**config.mk**
```make
export PLATFORM = sky130hd
export DESIGN_NAME = usrt_apb_master_flat
export DESIGN_NICKNAME = d
export VERILOG_FILES = /design/src/rtl/usrt_apb_master_pkg.sv /design/src/rtl/usrt_apb_master_if.sv /design/src/rtl/usrt_wait_timer.sv /design/src/rtl/usrt_apb_master.sv /design/src/flat_wrapper.sv
export SDC_FILE = /design/constraint.sdc
export NUM_CORES = 1
export LEC_CHECK = 0
export CAP_MARGIN = 10
export CORE_ASPECT_RATIO = 1.25
export CORE_UTILIZATION = 40
export CTS_CLUSTER_DIAMETER = 100
export DETAILED_ROUTE_END_ITERATION = 7
export GPL_TIMING_DRIVEN = 0
export PLACE_DENSITY_LB_ADDON = 0.05
export SLEW_MARGIN = 20
export SYNTH_ARGS = -nofsm -noshare
export SYNTH_HDL_FRONTEND = slang
export SYNTH_SLANG_ARGS = --single-unit
export TNS_END_PERCENT = 10
```
**constraint.sdc**
```tcl
create_clock -name i_Pclk -period 1.8 [get_ports i_Pclk]
set_input_delay 0.18 -clock i_Pclk [delete_from_list [all_inputs] [get_ports i_Pclk]]
set_output_delay 0.18 -clock i_Pclk [all_outputs]
set_load 0.02 [all_outputs]
```
**src/rtl/usrt_apb_master_pkg.sv**
```systemverilog
// rtl/usrt_apb_master_pkg.sv - shared state encoding, widths and address map for the USRT APB initiator
package usrt_apb_master_pkg;

  typedef enum logic [1:0] {
    ST_IDLE   = 2'd0,
    ST_SETUP  = 2'd1,
    ST_ACCESS = 2'd2,
    ST_RESP   = 2'd3
  } apb_state_e;

  localparam int unsigned USRT_ADDR_WIDTH     = 1;
  localparam int unsigned USRT_DATA_WIDTH     = 8;
  localparam int unsigned USRT_TIMEOUT_CYCLES = 65535;

  // USRT register map: address 1 is the UART data register
  localparam logic [USRT_ADDR_WIDTH-1:0] USRT_ADDR_DATA = 1'b1;

endpackage

```
**src/rtl/usrt_apb_master_if.sv**
```systemverilog
// rtl/usrt_apb_master_if.sv - command/response handshake plus APB bus seen by the USRT APB initiator
interface usrt_apb_master_if
  import usrt_apb_master_pkg::*;
#(
  parameter int unsigned ADDR_WIDTH = USRT_ADDR_WIDTH,
  parameter int unsigned DATA_WIDTH = USRT_DATA_WIDTH
) ();

  logic                  i_Cmd_Valid;
  logic                  o_Cmd_Ready;
  logic                  i_Cmd_Write;
  logic [ADDR_WIDTH-1:0] i_Cmd_Addr;
  logic [DATA_WIDTH-1:0] i_Cmd_Wdata;
  logic                  o_Rsp_Valid;
  logic                  i_Rsp_Ready;
  logic [DATA_WIDTH-1:0] o_Rsp_Rdata;
  logic                  o_Rsp_Error;
  logic [ADDR_WIDTH-1:0] o_Paddr;
  logic                  o_Psel;
  logic                  o_Penable;
  logic                  o_Pwrite;
  logic [DATA_WIDTH-1:0] o_Pwdata;
  logic                  i_Pready;
  logic [DATA_WIDTH-1:0] i_Prdata;

  modport master (
    input  i_Cmd_Valid, i_Cmd_Write, i_Cmd_Addr, i_Cmd_Wdata, i_Rsp_Ready, i_Pready, i_Prdata,
    output o_Cmd_Ready, o_Rsp_Valid, o_Rsp_Rdata, o_Rsp_Error,
           o_Paddr, o_Psel, o_Penable, o_Pwrite, o_Pwdata
  );

  modport slave (
    output i_Cmd_Valid, i_Cmd_Write, i_Cmd_Addr, i_Cmd_Wdata, i_Rsp_Ready, i_Pready, i_Prdata,
    input  o_Cmd_Ready, o_Rsp_Valid, o_Rsp_Rdata, o_Rsp_Error,
           o_Paddr, o_Psel, o_Penable, o_Pwrite, o_Pwdata
  );

endinterface

```
**src/rtl/usrt_wait_timer.sv**
```systemverilog
// rtl/usrt_wait_timer.sv - 16-bit ACCESS wait counter flagging when LIMIT stalled cycles have elapsed
module usrt_wait_timer #(
  parameter int unsigned LIMIT = 65535
) (
  input  logic clk,
  input  logic rst_n,
  input  logic clear_i,
  input  logic enable_i,
  output logic expired_o
);

  logic [15:0] count_q;

  always_ff @(posedge clk or negedge rst_n) begin
    if (!rst_n) begin
      count_q <= '0;
    end else if (clear_i) begin
      count_q <= '0;
    end else if (enable_i) begin
      count_q <= count_q + 16'd1;
    end
  end

  // Expired during the last permitted stalled cycle, so the abort lands on the following edge
  assign expired_o = (count_q == 16'(LIMIT - 1));

endmodule

```
**src/rtl/usrt_apb_master.sv**
```systemverilog
// rtl/usrt_apb_master.sv - APB initiator for the USRT slave; optional ACCESS timeout via USRT_APB_TIMEOUT_EN
module usrt_apb_master
  import usrt_apb_master_pkg::*;
#(
  parameter int unsigned ADDR_WIDTH     = USRT_ADDR_WIDTH,
  parameter int unsigned DATA_WIDTH     = USRT_DATA_WIDTH,
  parameter int unsigned TIMEOUT_CYCLES = USRT_TIMEOUT_CYCLES
) (
  input  logic              i_Pclk,
  input  logic              i_Preset_n,
  usrt_apb_master_if.master bus
);

  apb_state_e            state_q;
  logic                  psel_q;
  logic                  penable_q;
  logic                  pwrite_q;
  logic [ADDR_WIDTH-1:0] paddr_q;
  logic [DATA_WIDTH-1:0] pwdata_q;
  logic                  rsp_valid_q;
  logic [DATA_WIDTH-1:0] rsp_rdata_q;

`ifdef USRT_APB_TIMEOUT_EN
  logic rsp_error_q;
  logic expired;

  usrt_wait_timer #(
    .LIMIT (TIMEOUT_CYCLES)
  ) u_wait_timer (
    .clk       (i_Pclk),
    .rst_n     (i_Preset_n),
    .clear_i   (state_q == ST_SETUP),
    .enable_i  ((state_q == ST_ACCESS) && !bus.i_Pready),
    .expired_o (expired)
  );
`else
  logic unused_timeout;
  assign unused_timeout = (TIMEOUT_CYCLES != 0);
`endif

  always_ff @(posedge i_Pclk or negedge i_Preset_n) begin
    if (!i_Preset_n) begin
      state_q     <= ST_IDLE;
      psel_q      <= 1'b0;
      penable_q   <= 1'b0;
      pwrite_q    <= 1'b0;
      paddr_q     <= '0;
      pwdata_q    <= '0;
      rsp_valid_q <= 1'b0;
      rsp_rdata_q <= '0;
`ifdef USRT_APB_TIMEOUT_EN
      rsp_error_q <= 1'b0;
`endif
    end else begin
      case (state_q)
        ST_IDLE: begin
          if (bus.i_Cmd_Valid) begin
            paddr_q  <= bus.i_Cmd_Addr;
            pwrite_q <= bus.i_Cmd_Write;
            pwdata_q <= bus.i_Cmd_Wdata;
            psel_q   <= 1'b1;
            state_q  <= ST_SETUP;
          end
        end
        ST_SETUP: begin
          penable_q <= 1'b1;
          state_q   <= ST_ACCESS;
        end
        ST_ACCESS: begin
          // The USRT slave stretches PREADY until the UART byte has shifted
          if (bus.i_Pready) begin
            rsp_rdata_q <= pwrite_q ? '0 : bus.i_Prdata;
            psel_q      <= 1'b0;
            penable_q   <= 1'b0;
            rsp_valid_q <= 1'b1;
            state_q     <= ST_RESP;
          end
`ifdef USRT_APB_TIMEOUT_EN
          else if (expired) begin
            rsp_rdata_q <= '0;
            rsp_error_q <= 1'b1;
            psel_q      <= 1'b0;
            penable_q   <= 1'b0;
            rsp_valid_q <= 1'b1;
            state_q     <= ST_RESP;
          end
`endif
        end
        ST_RESP: begin
          if (bus.i_Rsp_Ready) begin
            rsp_valid_q <= 1'b0;
`ifdef USRT_APB_TIMEOUT_EN
            rsp_error_q <= 1'b0;
`endif
            state_q     <= ST_IDLE;
          end
        end
        default: state_q <= ST_IDLE;
      endcase
    end
  end

  assign bus.o_Cmd_Ready = (state_q == ST_IDLE);
  assign bus.o_Psel      = psel_q;
  assign bus.o_Penable   = penable_q;
  assign bus.o_Pwrite    = pwrite_q;
  assign bus.o_Paddr     = paddr_q;
  assign bus.o_Pwdata    = pwdata_q;
  assign bus.o_Rsp_Valid = rsp_valid_q;
  assign bus.o_Rsp_Rdata = rsp_rdata_q;
`ifdef USRT_APB_TIMEOUT_EN
  assign bus.o_Rsp_Error = rsp_error_q;
`else
  assign bus.o_Rsp_Error = 1'b0;
`endif

endmodule

```
**src/flat_wrapper.sv**
```systemverilog
// flat-port wrapper written by rule: the top's interface ports become plain ports
module usrt_apb_master_flat import usrt_apb_master_pkg::*;
#(
  parameter int unsigned ADDR_WIDTH     = USRT_ADDR_WIDTH,
  parameter int unsigned DATA_WIDTH     = USRT_DATA_WIDTH,
  parameter int unsigned TIMEOUT_CYCLES = USRT_TIMEOUT_CYCLES
)
  (i_Pclk, i_Preset_n, bus_i_Cmd_Valid, bus_i_Cmd_Write, bus_i_Cmd_Addr, bus_i_Cmd_Wdata, bus_i_Rsp_Ready, bus_i_Pready, bus_i_Prdata, bus_o_Cmd_Ready, bus_o_Rsp_Valid, bus_o_Rsp_Rdata, bus_o_Rsp_Error, bus_o_Paddr, bus_o_Psel, bus_o_Penable, bus_o_Pwrite, bus_o_Pwdata);
  usrt_apb_master_if #(.ADDR_WIDTH(ADDR_WIDTH), .DATA_WIDTH(DATA_WIDTH)) bus_i ();
  input  logic i_Pclk;
  input  logic i_Preset_n;
  input wire logic [$bits(bus_i.i_Cmd_Valid)-1:0] bus_i_Cmd_Valid;
  input wire logic [$bits(bus_i.i_Cmd_Write)-1:0] bus_i_Cmd_Write;
  input wire logic [$bits(bus_i.i_Cmd_Addr)-1:0] bus_i_Cmd_Addr;
  input wire logic [$bits(bus_i.i_Cmd_Wdata)-1:0] bus_i_Cmd_Wdata;
  input wire logic [$bits(bus_i.i_Rsp_Ready)-1:0] bus_i_Rsp_Ready;
  input wire logic [$bits(bus_i.i_Pready)-1:0] bus_i_Pready;
  input wire logic [$bits(bus_i.i_Prdata)-1:0] bus_i_Prdata;
  output wire logic [$bits(bus_i.o_Cmd_Ready)-1:0] bus_o_Cmd_Ready;
  output wire logic [$bits(bus_i.o_Rsp_Valid)-1:0] bus_o_Rsp_Valid;
  output wire logic [$bits(bus_i.o_Rsp_Rdata)-1:0] bus_o_Rsp_Rdata;
  output wire logic [$bits(bus_i.o_Rsp_Error)-1:0] bus_o_Rsp_Error;
  output wire logic [$bits(bus_i.o_Paddr)-1:0] bus_o_Paddr;
  output wire logic [$bits(bus_i.o_Psel)-1:0] bus_o_Psel;
  output wire logic [$bits(bus_i.o_Penable)-1:0] bus_o_Penable;
  output wire logic [$bits(bus_i.o_Pwrite)-1:0] bus_o_Pwrite;
  output wire logic [$bits(bus_i.o_Pwdata)-1:0] bus_o_Pwdata;
  assign bus_i.i_Cmd_Valid = bus_i_Cmd_Valid;
  assign bus_i.i_Cmd_Write = bus_i_Cmd_Write;
  assign bus_i.i_Cmd_Addr = bus_i_Cmd_Addr;
  assign bus_i.i_Cmd_Wdata = bus_i_Cmd_Wdata;
  assign bus_i.i_Rsp_Ready = bus_i_Rsp_Ready;
  assign bus_i.i_Pready = bus_i_Pready;
  assign bus_i.i_Prdata = bus_i_Prdata;
  assign bus_o_Cmd_Ready = bus_i.o_Cmd_Ready;
  assign bus_o_Rsp_Valid = bus_i.o_Rsp_Valid;
  assign bus_o_Rsp_Rdata = bus_i.o_Rsp_Rdata;
  assign bus_o_Rsp_Error = bus_i.o_Rsp_Error;
  assign bus_o_Paddr = bus_i.o_Paddr;
  assign bus_o_Psel = bus_i.o_Psel;
  assign bus_o_Penable = bus_i.o_Penable;
  assign bus_o_Pwrite = bus_i.o_Pwrite;
  assign bus_o_Pwdata = bus_i.o_Pwdata;
  usrt_apb_master #(.ADDR_WIDTH(ADDR_WIDTH), .DATA_WIDTH(DATA_WIDTH), .TIMEOUT_CYCLES(TIMEOUT_CYCLES)) u_core (.i_Pclk(i_Pclk), .i_Preset_n(i_Preset_n), .bus(bus_i));
endmodule
```
==> results.py <==
metrics = {
    "cts": {
        "cts_tree": "done",
        "clock_path_buffers": 2,
        "post_cts_buffers": 0,
        "clockRootBuffer": "clkbuf_4",
        "worstSkewPairLatency_ns": 0.30,
        "clock_sinks": 23,
        "cts.clk_slew.worst_paths_ns": 0.12,
        "numCtsBuffers": 3,
        "h-tree-depth": 1,
    },
    "yosys": {
        "synth_area_um2": 1010,
        "yosysMostFrequentCell": "dfrtp_1",
        "ys_top_cells_by_area": "dfrtp_1 (57%), mux2_2 (11%), ha_1 (6.2%)",
        "yosys_most_used_dff": "dfrtp_1",
        "synth_top_area_share_pct": 56.8,
        "ys_top_cells_by_count": "dfrtp_1 (23), mux2_2 (10), nand2_1 (8), nand2b_1 (8), o21ai_1 (8)",
        "postSynthAreaPerCell_um2": 11.9,
        "synth_edf_count": 0,
        "synth_warnings": 0,
        "async_flop_share_pct": 100,
        "synthCells": 85,
        "synthesis.nets": 113,
        "ys_seq_area_share_pct": 56.8,
        "synth_seq_cells": 23,
        "yosysTopAreaCell": "dfrtp_1",
        "synth_cell_type_count": 21,
    },
    "sta": {
        "tns_ns": 0,
        "whs_ns": 0.365,
        "final.setup_skew_ns": 0.00377,
        "rsz0062_at_grt": "false",
        "fin_crit_ns": 1.63,
        "slew_headroom_pct": 66.5,
        "fmaxAchievable_mhz": 615,
        "drv_slew": 0,
        "final_hold_viol_count": 0,
        "tightest_slew_ns": 0.502,
        "period_share_pct": 90.3,
        "setup_viol": 0,
    },
    "critical_path": {
        "cp.required_ns": 2.00,
        "cpMaxStageDelayCell": "dfrtp_1",
        "critPathMaxFanout": 7,
        "crit_chain": "inv_1 -> ha_1 -> a221oi_2 -> mux2_1",
        "crit_type": "reg -> reg",
        "crit_path_end_kind": "flop",
        "cp_data_arrival_time_ns": 1.82,
        "start_kind": "flop",
        "cp_slowest_stage_delay_ns": 0.42,
    },
    "layout": {
        "antenna_cells": 0,
        "fin_area_um2": 1530,
        "fin_nets": 163,
        "area_growth_pct": 50.6,
        "drive_above_1_share_pct": 16.4,
    },
    "routing": {
        "antenna_left": 0,
        "viasPerCell": 4.58,
        "drc_errors": 0,
        "vias": 765,
        "drtIter0Drc": 16,
        "drtPass1Iterations": 4,
        "wl_per_cell_um": 11.6,
        "routed_wl_um": 1930,
    },
    "floorplanning": {
        "dieArea_um2": 2740,
        "fp.dieW_um": 47.0,
        "coreArea_um2": 2430,
        "start_util_pct": 41.8,
        "io_pins": 46,
        "dieHeight_um": 58.3,
        "num_rows": 20,
    },
    "global_routing": {
        "grt_usage_pct": 15.0,
        "grt_pass1_vias": 701,
        "grt_max_degree": 24,
        "antenna_found_initial": 0,
        "overflow": 0,
        "grt_pass1_wl_um": 2980,
    },
    "place": {
        "gp_congestion": 0.680,
        "placed_area_um2": 1500,
        "hpwl_um": 1490,
        "portBuffers": 44,
    },
    "worst_hold_path": {
        "hold_class": "in -> async",
    },
    "job": {
        "cap_violations": 0,
    },
    "pwr": {
        "max-vdd-ir-drop_mv": 1.15,
        "leakagePower_nw": 0.670,
        "power.density_nw_per_um2": 1680,
    },
    "outcome": {
        "status": "complete, no violations",
    },
}
per-layer routing:
metal / vias up / share of wire [%] / GRT usage [%]
met1: 356 / 43 / 18.9
met4: 0 / 1.1 / 6.12
li1: 381 / - / -
met2: 24 / 51 / 25.2
met3: 4 / 5.1 / 1.87
met5: - / 0 / 0
state kept, by name (all words and copies together) (netlist names):
signal	flops
u_core.bus.o_Pwdata	8
u_core.bus.o_Rsp_Rdata	8
u_core.state_q	2
u_core.bus.o_Paddr	1
u_core.bus.o_Penable	1
u_core.bus.o_Psel	1
u_core.bus.o_Pwrite	1
u_core.bus.o_Rsp_Valid	1
power by group:
| part | internal, mW | switching (mW) | leakage, nW |
|---|---|---|---|
| combinational | 0.729 | 0.674 | 0.376 |
| sequential | 0.765 | 0.160 | 0.276 |
| clock | 0.0828 | 0.148 | 0.0177 |
| total | 1.58 | 0.982 | 0.670 |
final cells by class:
cell class | instances | area, um^2
buffer | 2 | 12.5
clock buffer | 3 | 22.5
clock inverter | 1 | 5.00
fill | 232 | 901
inverter | 6 | 22.5
multi-input combinational | 54 | 403
sequential | 23 | 576
tap | 33 | 41.3
timing repair buffer | 45 | 444
worst paths after layout:
path	depth (start not counted)	end	startpoint	slack, ns
max	4	u_core.state_q[1]	u_core.state_q[0]	0.17
min	2	u_core.state_q[0]	i_Preset_n	0.37
max reg2reg	4	u_core.state_q[1]	u_core.state_q[0]	0.17
min reg2reg	2	u_core.bus.o_Rsp_Rdata[0]	u_core.bus.o_Rsp_Rdata[0]	0.50
max in group asynchronous	2	u_core.bus.o_Rsp_Rdata[4]	i_Preset_n	1.10
min in group i_Pclk	3	u_core.bus.o_Rsp_Rdata[3]	bus_i_Prdata[3]	0.41
cells in the final DEF, fill, tap and decap left out, types with 2 or more instances in the layout:
master / count
a21oi_1: 3
buf_2: 2
clkbuf_4: 3
clkdlybuf4s50_1: 42
dfrtp_1: 23
ha_1: 5
inv_1: 5
mux2_2: 10
nand2_1: 8
nand2_2: 2
nand2b_1: 8
o21ai_1: 8
o2bb2ai_1: 2
stage by stage:
| step | power [mW] | util (%) | cells | setup slack (ns) |
|---|---|---|---|---|
| global placement | 2.33 | 61.6 | 162 | 0.246 |
| detailed placement | 2.37 | 61.6 | 162 | 0.207 |
| floorplan | 1.72 | - | 85 | 0.348 |
| global route | 2.72 | 62.9 | 167 | 0.102 |
| CTS | 2.60 | 62.7 | 166 | 0.138 |
| finish | 2.56 | 62.9 | 167 | 0.174 |
critical path, delay by kind of cell (launching register included):
kind | cells | cell delay (ns)
AOI/OAI and AO/OA | 1 | 0.34
buffers and inverters | 1 | 0.10
DFF | 1 | 0.42
muxes | 1 | 0.36
adders and majority gates | 1 | 0.31
cell families after synthesis:
logic type | after synthesis | synth area share (%)
multiplexers | 11 | 12.2
AND/OR/NAND/NOR | 20 | 10.1
buffers and inverters | 8 | 3.46
flip-flops | 23 | 56.8
other | 1 | 0.370
adder cells (fa/ha/maj) | 5 | 6.17
AO/OA/AOI/OAI | 17 | 10.9
repair_timing:
action / in CTS / in global routing
endpoints found under the setup margin: 1 / 0
hold buffers: 0 / 1
gates resized for setup: 1 / 0
hold endpoints to repair: 0 / 23
(Power assumes the default switching activity.)
